File: src/rtl/bit_serial_alu_ctrl.sv
// Bit-serial sequencer for a 1-bit ALU: streams WIDTH-bit operands LSB-first and rebuilds the carry chain.
// Optional flags (out_carry/out_zero) are enabled by defining BSALU_FLAGS_EN.
module bit_serial_alu_ctrl #(
  parameter int WIDTH = 8
) (
  input  logic             clk,
  input  logic             rst_n,
  input  logic             in_valid,
  output logic             in_ready,
  input  logic [2:0]       op,
  input  logic [WIDTH-1:0] opa,
  input  logic [WIDTH-1:0] opb,
  output logic [2:0]       alu_s,
  output logic             alu_a,
  output logic             alu_b,
  input  logic             alu_result,
  output logic             out_valid,
  input  logic             out_ready,
  output logic [WIDTH-1:0] out_data
`ifdef BSALU_FLAGS_EN
  ,
  output logic             out_carry,
  output logic             out_zero
`endif
);
  localparam int CW = (WIDTH > 1) ? $clog2(WIDTH) : 1;

  typedef enum logic [1:0] {IDLE, RUN, DONE} state_t;

  state_t           state_q, state_d;
  logic [2:0]       op_q, op_d;
  logic [WIDTH-1:0] opa_q, opa_d, opb_q, opb_d, res_q, res_d;
  logic [CW-1:0]    cnt_q, cnt_d;
  logic             c_q, c_d;
  logic             a_bit, b_bit, res_bit, c_nxt;
`ifdef BSALU_FLAGS_EN
  logic             carry_q, carry_d, zero_q, zero_d;
`endif

  always_comb begin
    state_d  = state_q;
    op_d     = op_q;
    opa_d    = opa_q;
    opb_d    = opb_q;
    res_d    = res_q;
    cnt_d    = cnt_q;
    c_d      = c_q;
    alu_s    = 3'b111;
    alu_a    = 1'b0;
    alu_b    = 1'b0;
    a_bit    = opa_q[cnt_q];
    // inc/dec/inv/identity (op[1] set) never use operand B
    b_bit    = op_q[1] ? 1'b0 : opb_q[cnt_q];
    res_bit  = 1'b0;
    c_nxt    = 1'b0;
    in_ready = (state_q == IDLE);
    out_valid = (state_q == DONE);
`ifdef BSALU_FLAGS_EN
    carry_d  = carry_q;
    zero_d   = zero_q;
`endif
    case (state_q)
      IDLE: begin
        if (in_valid) begin
          op_d    = op;
          opa_d   = opa;
          opb_d   = opb;
          cnt_d   = '0;
          c_d     = (op == 3'b010) || (op == 3'b011);
          state_d = RUN;
        end
      end
      RUN: begin
        alu_a = a_bit;
        alu_b = b_bit;
        alu_s = (op_q == 3'b010) ? 3'b000 : (op_q == 3'b011) ? 3'b001 : op_q;
        if (!op_q[2]) begin
          // ALU returns a^b; fold in the carry/borrow it does not track
          res_bit = alu_result ^ c_q;
          c_nxt   = op_q[0] ? ((~a_bit & b_bit) | (c_q & ~(a_bit ^ b_bit)))
                            : ((a_bit & b_bit) | (c_q & (a_bit ^ b_bit)));
        end else begin
          res_bit = alu_result;
          c_nxt   = 1'b0;
        end
        res_d = {res_bit, res_q[WIDTH-1:1]};
        c_d   = c_nxt;
        cnt_d = cnt_q + 1'b1;
        if (cnt_q == CW'(WIDTH - 1)) begin
          state_d = DONE;
`ifdef BSALU_FLAGS_EN
          carry_d = c_nxt;
          zero_d  = (res_d == '0);
`endif
        end
      end
      DONE: begin
        if (out_ready) state_d = IDLE;
      end
      default: state_d = IDLE;
    endcase
  end

  always_ff @(posedge clk) begin
    if (!rst_n) begin
      state_q <= IDLE;
      op_q    <= '0;
      opa_q   <= '0;
      opb_q   <= '0;
      res_q   <= '0;
      cnt_q   <= '0;
      c_q     <= 1'b0;
`ifdef BSALU_FLAGS_EN
      carry_q <= 1'b0;
      zero_q  <= 1'b0;
`endif
    end else begin
      state_q <= state_d;
      op_q    <= op_d;
      opa_q   <= opa_d;
      opb_q   <= opb_d;
      res_q   <= res_d;
      cnt_q   <= cnt_d;
      c_q     <= c_d;
`ifdef BSALU_FLAGS_EN
      carry_q <= carry_d;
      zero_q  <= zero_d;
`endif
    end
  end

  assign out_data = res_q;
`ifdef BSALU_FLAGS_EN
  assign out_carry = carry_q;
  assign out_zero  = zero_q;
`endif

endmodule

File: config.mk
export PLATFORM = sky130hd
export DESIGN_NAME = bit_serial_alu_ctrl
export DESIGN_NICKNAME = d
export VERILOG_FILES = /design/src/rtl/bit_serial_alu_ctrl.sv
export SDC_FILE = /design/constraint.sdc
export NUM_CORES = 1
export LEC_CHECK = 0
export BUFFER_PORTS_ARGS = -buffer_cell sky130_fd_sc_hd__buf_2
export CAP_MARGIN = 20
export CORE_UTILIZATION = 35
export DETAILED_ROUTE_END_ITERATION = 16
export GPL_TIMING_DRIVEN = 0
export PLACE_DENSITY_LB_ADDON = 0.12
export SYNTH_ARGS = -nofsm -noshare
export SYNTH_HDL_FRONTEND = slang
export SYNTH_SLANG_ARGS = --single-unit
export TNS_END_PERCENT = 30
File: constraint.sdc
create_clock -name clk -period 4 [get_ports clk]
set_input_delay 1 -clock clk [delete_from_list [all_inputs] [get_ports clk]]
set_output_delay 1 -clock clk [all_outputs]
set_load 0.02 [all_outputs]
Word level (Yosys, flattened, before mapping) --
Cells that the tools add are included.
Operators by class: multiplexer cells 21, magnitude comparators 1, reduce and logical (&&, ||, !) cells 6, bitwise gates (word level) 10, add/subtract/negate cells 1, equal/unequal tests 10
Operators with widths (number):
- equality test 3 x 2 -> 1 bit, second input constant | 4
- 2-to-1 mux 3 bit | 4
- 2-to-1 mux 1 bit | 9
- binary-select mux 1 bit (select 3 bit) | 2
- 2-to-1 mux 2 bit | 3
- case mux 2 bit (3 select lines) | 1
- case mux 3 bit (2 select lines) | 1
- bitwise AND 1 bit | 4
- < comparator 3 x 4 -> 1 bit, second input constant | 1
- inequality test 2 bit, second input constant | 2
- AND reduction 2 bit | 2
- adder 3 x 1 -> 3 bit, second input constant | 1
- equality test 3 bit, second input constant | 1
- AND reduction 3 bit | 1
- equality test 2 x 1 -> 1 bit, second input constant | 1
- equality test 2 bit, second input constant | 1
- logical NOT 2 bit | 1
- inequality test 2 x 1 -> 1 bit, second input constant | 1
- NOT 1 bit | 2
- OR 1 bit | 2
- case mux 1 bit (2 select lines) | 1
- nonzero test 2 bit | 1
- bitwise XOR 1 bit | 2
- logical OR 1 bit | 1
Word-level totals: flip-flop bits (word level) 33, word-level logic and storage cells 56, input bits 24, output and inout port bits 15

Logic depth before layout (Yosys ltp) --
Gate-level depths: netlist of run 1.
depth after elaboration 10, mapped depth 8

Worst setup path before layout of run 1 --
Ideal clock, no wire load.
kind reg2out, from reg state_q[0], to out alu_a, stages on the path, launching flop included 4, slack 1.427 ns, data arrival time 1.573 ns, cell sequence dfxtp_1 -> or2b_1 -> clkbuf_1 -> nor4_1
Between the ends: cells in the longest elaborated chain, start to end 2
Ends and longest elaborated chain:
- start: declaration | line 30 | state_t state_q, state_d;
- start signal: assignment | line 118 | state_q <= state_d;
- equality test 2 x 1 -> 1 bit | line 62 | case (state_q)
- 2-to-1 mux 1 bit | line 62
- end: declaration | line 14 | output logic alu_a,
Every way passes these cells.

Final worst setup path of run 1 --
from reg state_q[0], to out alu_b
Between the ends: cells in the longest elaborated chain, start to end 2
Ends and longest elaborated chain:
- equality test 2 x 1 -> 1 bit | line 62
- 2-to-1 mux 1 bit | line 62
- end: declaration | line 15 | output logic alu_b,
Every way passes these cells.

==> results.yml, run 1 <==
synthesis:
  synthArstFlopShare_pct: 0
  synth_edf_count: 0
  synth_top_area_share_pct: 44.6
  synth-seq-cells: 33
  synthDistinctLibCells: 30
  synth_adder_area_share_pct: 3.38
  synth_area_leaders: "dfxtp_1 (45%), nand2_1 (15%), a21oi_1 (9.8%)"
  synthFlopType: "dfxtp_1"
  synthCells: 189
  syn-num-nets: 217
  synthMuxAreaShare_pct: 3.04
  synth_compound_area_share_pct: 16.7
  synth_largest_area_cell: "dfxtp_1"
  synth-simple-area-share_pct: 27.5
  ys_seq_area_share_pct: 44.6
  synth_top_family_by_area: "simple AND/OR/NAND/NOR gates"
  synth-xor-area-share_pct: 0.591
  yosysWarnings: 0
  netlist_area_sq_mm: 0.00148
  syn_area_per_cell_sq_um: 7.84
die:
  die_h_um: 67.1
  die-area_sq_mm: 0.00450
  core_area_sq_mm: 0.00403
  pin_count: 39
  row_count: 23
  start_util_pct: 36.8
  die_w_um: 67.1
finish:
  stdcell_area_sq_mm: 0.00182
  fin_nets: 262
  antenna_cells: 0
  final_cell_mix: "nand2_1 (58), buf_2 (42), dfxtp_1 (33), a21oi_1 (29), clkbuf_1 (9)"
  stdcell_count: 284
  area_growth_pct: 22.9
  final_common_cell: "nand2_1"
  final_core_util_pct: 45.2
  drive_gt1_share_pct: 22.6
sta:
  rsz0062_at_grt: "false"
  hold_violations: 0
  fin_crit_sh_pct: 72.7
  relSlewSlack_pct: 50.2
  timing.final.ws_setup_ns: 1.09
  fmax_mhz: 344
  setup_viol: 0
  skew_ns: 0.00456
  tightest_slew_ns: 0.728
  finalCriticalPeriod_ns: 2.91
  fin_tns_setup_ns: 0
  slew_violations: 0
drt:
  antenna_left: 0
  drc: 0
  routed_via_density: 4.83
  drt_iter0_drc: 84
  wl_per_cell_um: 11.9
  via_count: 1373
  totalWireLength_um: 3380
  drtPass1Iterations: 4
cts:
  clockBufferDepth: 2
  htreeDepth: 2
  clkSinkCount: 33
  postCtsSetupBuffers: 0
  cts_made_buffers: 5
  path_clk_slew_ns: 0.07
  cts_tree: "done"
  cts_hold_buf: 0
  root_buffer: "clkbuf_8"
  cts_resized: 0
  insertion_delay_ns: 0.29
power:
  ir_drop_mv: 0.207
  p_leak_nw: 0.761
  powerDensity_mw_per_mm2: 389
setup_path:
  start_kind: "flop"
  critPathArrivalTime_ns: 1.91
  crit_required_ns: 3.00
  crit_fanout: 8
  critPathKind: "reg -> out"
  rr_startpoint: "cnt_q[0]"
  cp-end-kind: "primary output"
  reg2reg_to: "c_q"
  critPathLaunch: "state_q[0]"
  rrSetupSlack_ns: 1.45
  worstRegToRegCells: 8
  setup.worst_path.end: "alu_b"
hold_path:
  min_path_cells: 2
  hp-class: "reg -> reg"
global_routing:
  grt_pass1_vias: 1221
  antenna_found_initial: 0
  overflow: 0
  grt_pass1_wl_um: 5600
  grt_max_degree: 11
  track_usage_pct: 17.4
placement:
  gp_congestion: 0.693
  place_area_sq_mm: 0.00173
  dpl.cell_count: 277
  numPortBuffers: 38
  place_ws_ns: 1.40
  dpl.hpwl_um: 2470
run:
  cap_violations: 0
run_status:
  outcome: "completed"
power by group:
group          internal [mW]  switching, mW  leakage (nW)
Sequential             0.345         0.0119         0.270
Clock                  0.136          0.114        0.0443
Combinational         0.0427         0.0590         0.447
Total                  0.524          0.185         0.761
stage by stage:
| step | power (mW) | hold slack [ns] |
|---|---|---|
| after floorplan | 0.431 | 0.432 |
| after global placement | 0.467 | 0.444 |
| after detailed placement | 0.468 | 0.449 |
| after CTS | 0.717 | 0.458 |
| after global routing | 0.749 | 0.477 |
| final | 0.709 | 0.455 |
synthesized netlist by cell type, types with 2 or more instances:
cell type and count:
a21oi_1 29, ha_1 4, a2111oi_0 2, buf_2 4, a211oi_1 3, nand2_1 58, nor2_1 5, nor3_1 2
nor2b_1 7, mux2_2 4, nor4_1 3, dfxtp_1 33, nand2b_1 6, inv_1 3, nand3_1 3, clkbuf_1 8
o22ai_1 2
kinds of logic (layout without fill, tap and decap cells):
logic type,count (synthesis),in the layout
compound gates,42,42
simple gates,90,90
xor+xnor,1,1
buf+inv,15,60
fa+ha+maj,4,4
mux,4,4
flops,33,33
worst min path at each step:
stage / slack (ns) / from / to
final: 0.45 / opa_q[4] / opa_q[4]
after global routing: 0.48 / opa_q[2] / opa_q[2]
after CTS: 0.46 / opb_q[2] / opb_q[2]
after detailed placement: 0.45 / opb_q[2] / opb_q[2]
after global placement: 0.44 / opb_q[5] / opb_q[5]
after floorplan: 0.43 / opa_q[0] / opa_q[0]
sequential cells by signal, indices dropped and copies added, names as in the netlist:
register,cells
c_q,1
op_q,3
out_data,8
state_q,2
cnt_q,3
opa_q,8
opb_q,8
final cells by class:
type                    instances  area, sq um
repair buffers                 38          190
clock buffers                   7         86.3
flip-flops and latches         33          661
well taps                      50         62.6
multi-input cells             141          759
inverters                       3         11.3
plain buffers                  12         50.0
fillers                       449         2210
critical path, stage by stage, from the launching register on:
cell and delay (ns):
dfxtp_1 0.44, nor2b_1 0.16, clkbuf_1 0.35, o221ai_1 0.22
nor4_1 0.23, buf_2 0.22
metal layers:
metal | up-vias | wire length (um) | global-route usage [%]
li1 | 728 | - | -
met2 | 30 | 1510 | 26.1
met4 | 0 | 69 | 9.57
met3 | 8 | 174 | 4.45
met5 | - | 0 | 0
met1 | 607 | 1630 | 22.2
No activity file was read; power rests on OpenSTA's default activity.
==> run 2: changes to the inputs <==
Clock period 4 ns to 2.3 ns, I/O delays scaled along.
==> run 2 against run 1 <==
Count of clock-buffer cells in the layout unchanged. Clock skew down 0.00072 ns. Flip-flop and latch count unchanged. Register-to-register slack worse by 1.3 ns. Cell count up 0.35%. First-iteration DRC count up 32%. Sequential share of layout area down 1.0 points. Via count up 0.66%. Wire length up 4.0%. Sequential power up 74%. Worst hold slack about the same.
==> results.yml, run 2 (synthesis results as in run 1) <==
die:
  core_area_sq_mm: 0.00403
  start_util_pct: 36.8
  row_count: 23
  die-area_sq_mm: 0.00450
  die_h_um: 67.1
  pin_count: 39
  die_w_um: 67.1
setup_path:
  crit_required_ns: 1.73
  start_kind: "flop"
  worst-path-stages: 3
  cp-end-kind: "primary output"
  rrSetupSlack_ns: 0.12
  reg2reg_to: "c_q"
  cp_top_family: "simple AND/OR/NAND/NOR gates"
  worstRegToRegCells: 8
  critPathKind: "reg -> out"
  cpPeakStageDelay_ns: 0.42
  crit_buf_inv: 1
  path_cells: "or2b_2 > nor4_1 > buf_2"
  critPathArrivalTime_ns: 1.66
  cpMaxStageDelayCell: "or2b_2"
  crit_fanout: 12
  rr_startpoint: "cnt_q[0]"
cts:
  cts_hold_buf: 0
  cts_made_buffers: 5
  root_buffer: "clkbuf_8"
  path_clk_slew_ns: 0.06
  cts_tree: "done"
  clkSinkCount: 33
  htreeDepth: 2
  clockBufferDepth: 2
  insertion_delay_ns: 0.28
run:
  cap_violations: 0
drt:
  drtPass1Iterations: 4
  totalWireLength_um: 3520
  antenna_left: 0
  drc: 0
  via_count: 1382
  drt_iter0_drc: 111
  routed_via_density: 4.85
  wl_per_cell_um: 12.3
global_routing:
  track_usage_pct: 17.5
  grt_pass1_wl_um: 5630
  overflow: 0
  antenna_found_initial: 0
  grt_max_degree: 13
  grt_pass1_vias: 1234
sta:
  tightest_slew_ns: 0.579
  rsz0062_at_grt: "true"
  relSlewSlack_pct: 61.3
  fmax_mhz: 448
  timing.final.ws_setup_ns: 0.0662
  setup_viol: 0
  hold_violations: 0
  slew_violations: 0
  finalCriticalPeriod_ns: 2.23
  fin_crit_sh_pct: 97.1
  skew_ns: 0.00384
power:
  powerDensity_mw_per_mm2: 660
  ir_drop_mv: 0.359
  p_leak_nw: 0.791
  fin_total_pwr_mw: 1.25
finish:
  stdcell_count: 285
  final_common_cell: "nand2_1"
  fin_nets: 263
  final_cell_mix: "nand2_1 (58), buf_2 (42), a21oi_1 (29), dfxtp_1 (29)"
  antenna_cells: 0
  drive_gt1_share_pct: 28.5
  area_growth_pct: 28.0
  final_core_util_pct: 47.0
run_status:
  outcome: "completed"
hold_path:
  min_path_cells: 2
  min-delay-start: "opb_q[2]"
  hp-class: "reg -> reg"
  min_to: "opb_q[2]"
placement:
  dpl.cell_count: 277
  place_ws_ns: -0.263
  dpl.hpwl_um: 2470
  gp_congestion: 0.693
  numPortBuffers: 38
## run 2: cell count changes in the layout (fill, tap and decap cells not counted), sizes merged
cell	previous run	this run
clkbuf	15	13
buf	42	45
## run 2: how the worst max path moves through the flow
| stage | slack (ns) | to | startpoint |
|---|---|---|---|
| after global routing | -0.03 | c_q | cnt_q[0] |
| after floorplan | 0.05 | c_q | cnt_q[0] |
| after CTS | -0.02 | c_q | cnt_q[1] |
| final | 0.07 | alu_a | state_q[0] |
| after detailed placement | -0.26 | c_q | cnt_q[0] |
| after global placement | -0.29 | c_q | cnt_q[0] |
## run 2: final cells by class
type | instances | area, sq um
Clock buffer | 7 | 86.3
Fill cell | 442 | 2130
Buffer | 11 | 57.6
Sequential cell | 33 | 668
Inverter | 3 | 11.3
Tap cell | 50 | 62.6
Multi-Input combinational cell | 141 | 805
Timing Repair Buffer | 40 | 205
## run 2: worst reg2reg max path, delay by kind of cell, from the launching register on
kind	cells	cell delay [ns]
buf+inv	1	0.14
compound gates	3	0.59
mux	1	0.21
simple gates	2	0.48
flops	1	0.37
fa+ha+maj	1	0.30
## run 2: layer usage
layer | part of all wire, % | GRT usage (%)
met1 | 48 | 22.4
met4 | 2.0 | 9.57
met3 | 4.4 | 4.45
met5 | 0 | 0
met2 | 46 | 26.3
## run 2: per-stage QoR
stage               hold slack, ns  setup TNS, ns  instance area, sq um
finish                       0.454              0                  1900
global route                 0.477        -0.0591                  1900
CTS                          0.458        -0.0224                  1840
detailed placement           0.449         -0.263                  1730
global placement             0.444         -0.286                  1730
floorplan                    0.432              0                  1480
## run 2: timing repair
item	4_1_cts	5_1_grt
setup endpoints to repair	4	4
gates resized for setup	7	14
pin swaps	0	4
setup buffers	0	2
## run 2: where the power goes
group	switching (mW)	internal, mW
registers	0.0220	0.600
logic	0.108	0.0850
clock network	0.199	0.237
==> run 3: changes to the inputs <==
Settings changed: CORE_UTILIZATION 35 to 46.
==> run 3 against run 2 <==
Flip-flop and latch count did not move. First-iteration DRC count fell by 43%. Sequential share of layout area fell by 0.59 points. Largest cell class unchanged. Die area fell by 23%. Count of clock-buffer cells in the layout fell by 2. Non-clock buffer count fell by 1. Highest routed layer unchanged. Combinational power rose by 4%. Global-route usage rose by 6.2 points. Cell area rose by 1.7%. Maximum frequency fell by 1.7%. Clock power rose by 23%.
==> results.yml, run 3 (synthesis results as in run 1) <==
run_status:
  outcome: "completed"
power:
  seqPwrFrac_pct: 45.9
  powerDensity_mw_per_mm2: 706
  p_leak_nw: 0.802
  p_sw_share_pct: 24.6
  p_int_mw: 1.03
  p_clk_share_pct: 39.5
  p_comb_share_pct: 14.7
  fin_total_pwr_mw: 1.36
  p_switching_uw: 335
  ir_drop_mv: 0.478
finish:
  fin_nets: 262
  final_cell_mix: "nand2_1 (58), buf_2 (41), a21oi_1 (29), dfxtp_1 (29), nor2b_1 (7)"
  drive_gt1_share_pct: 29.8
  antenna_cells: 0
  final_common_cell: "nand2_1"
  area_growth_pct: 30.2
hold_path:
  min_path_cells: 2
  hp-class: "reg -> reg"
  min-delay-start: "opa_q[3]"
sta:
  fmax_mhz: 440
  fin_tns_setup_ns: 0
  relSlewSlack_pct: 67.3
  fin_hold_ws_ns: 0.458
  tightest_slew_ns: 0.491
  hold_violations: 0
  skew_ns: 0.00665
  finalCriticalPeriod_ns: 2.27
  slew_violations: 0
  setup_viol: 0
  fin_crit_sh_pct: 98.8
  rsz0062_at_grt: "true"
drt:
  routed_via_density: 5.22
  drc: 0
  via_count: 1456
  antenna_left: 0
  wl_per_cell_um: 13.1
  drtPass1Iterations: 4
  totalWireLength_um: 3650
  drt_iter0_drc: 63
cts:
  insertion_delay_ns: 0.33
  htreeDepth: 2
  clockBufferDepth: 2
  clkSinkCount: 33
  cts_tree: "done"
  path_clk_slew_ns: 0.11
  cts_made_buffers: 5
  root_buffer: "clkbuf_4"
  cts_hold_buf: 0
setup_path:
  start_kind: "flop"
  crit_required_ns: 1.73
  worstRegToRegCells: 7
  critPathLaunch: "cnt_q[0]"
  critPathArrivalTime_ns: 1.70
  crit_fanout: 7
  rr_startpoint: "cnt_q[0]"
  cp-end-kind: "primary output"
  critPathKind: "reg -> out"
die:
  core_area_sq_mm: 0.00305
  die_h_um: 58.8
  die_w_um: 58.8
  row_count: 20
  start_util_pct: 48.5
  die-area_sq_mm: 0.00345
  pin_count: 39
global_routing:
  antenna_found_initial: 0
  grt_pass1_vias: 1351
  overflow: 0
  grt_pass1_wl_um: 5980
  grt_max_degree: 13
  track_usage_pct: 23.7
placement:
  gp_congestion: 0.787
  dpl.hpwl_um: 2640
  numPortBuffers: 38
run:
  cap_violations: 0
## run 3: changes by cell type in the layout (fill, tap and decap cells not counted), sizes merged
cell | previous run | this run
buf | 45 | 42
bufinv | 0 | 2
clkinv | 0 | 1
## run 3: layer usage
metal / global-route usage, % / up-vias / share of wire [%]
met3: 6.81 / 8 / 5.4
met1: 27.8 / 673 / 42
met5: 0 / - / 0
met2: 39.8 / 46 / 50
li1: - / 729 / -
met4: 11.2 / 0 / 2.1
## run 3: layout make-up
type                    instances  area, sq um
multi-input cells             141          816
inverters                       3         11.3
plain buffers                  11         60.1
clock inverters                 3         65.1
repair buffers                 39          215
fillers                       300         1120
well taps                      44         55.1
flip-flops and latches         33          668
clock buffers                   5         37.5
## run 3: worst paths after layout
check | to | slack [ns]
max | alu_b | 0.03
min | opa_q[3] | 0.46
max reg2reg | c_q | 0.03
min reg2reg | opa_q[3] | 0.46
## run 3: worst max-delay path, cell delays in order, from the launching register on
cell and delay (ns):
dfxtp_4 0.40, clkbuf_16 0.16, a2111oi_2 0.49, nor4_1 0.12
buf_2 0.18
## run 3: through the flow
| step | area, sq um | std cells | setup WS [ns] | utilization, % |
|---|---|---|---|---|
| 6_report | 1930 | 279 | 0.0281 | 63.2 |
| 3_3_place_gp | 1730 | 271 | -0.178 | 56.6 |
| 2_1_floorplan | 1480 | 189 | 0.0517 | - |
| 3_5_place_dp | 1730 | 271 | -0.226 | 56.6 |
| 5_1_grt | 1930 | 279 | -0.0222 | 63.2 |
| 4_1_cts | 1860 | 278 | 0.00209 | 61.0 |
## run 3: power groups by stage
stage	clock network [mW]	registers, mW	logic (mW)
6_report	0.537	0.624	0.200
2_1_floorplan	0	0.630	0.119
3_3_place_gp	0	0.632	0.172
3_5_place_dp	0	0.634	0.178
4_1_cts	0.546	0.622	0.185
5_1_grt	0.569	0.629	0.223
## run 3: repair_timing
action | in CTS | in global routing
gates cloned | 0 | 1
buffers inserted | 0 | 0
setup endpoints to repair | 4 | 3
resized for setup | 12 | 11
pin swaps | 1 | 3
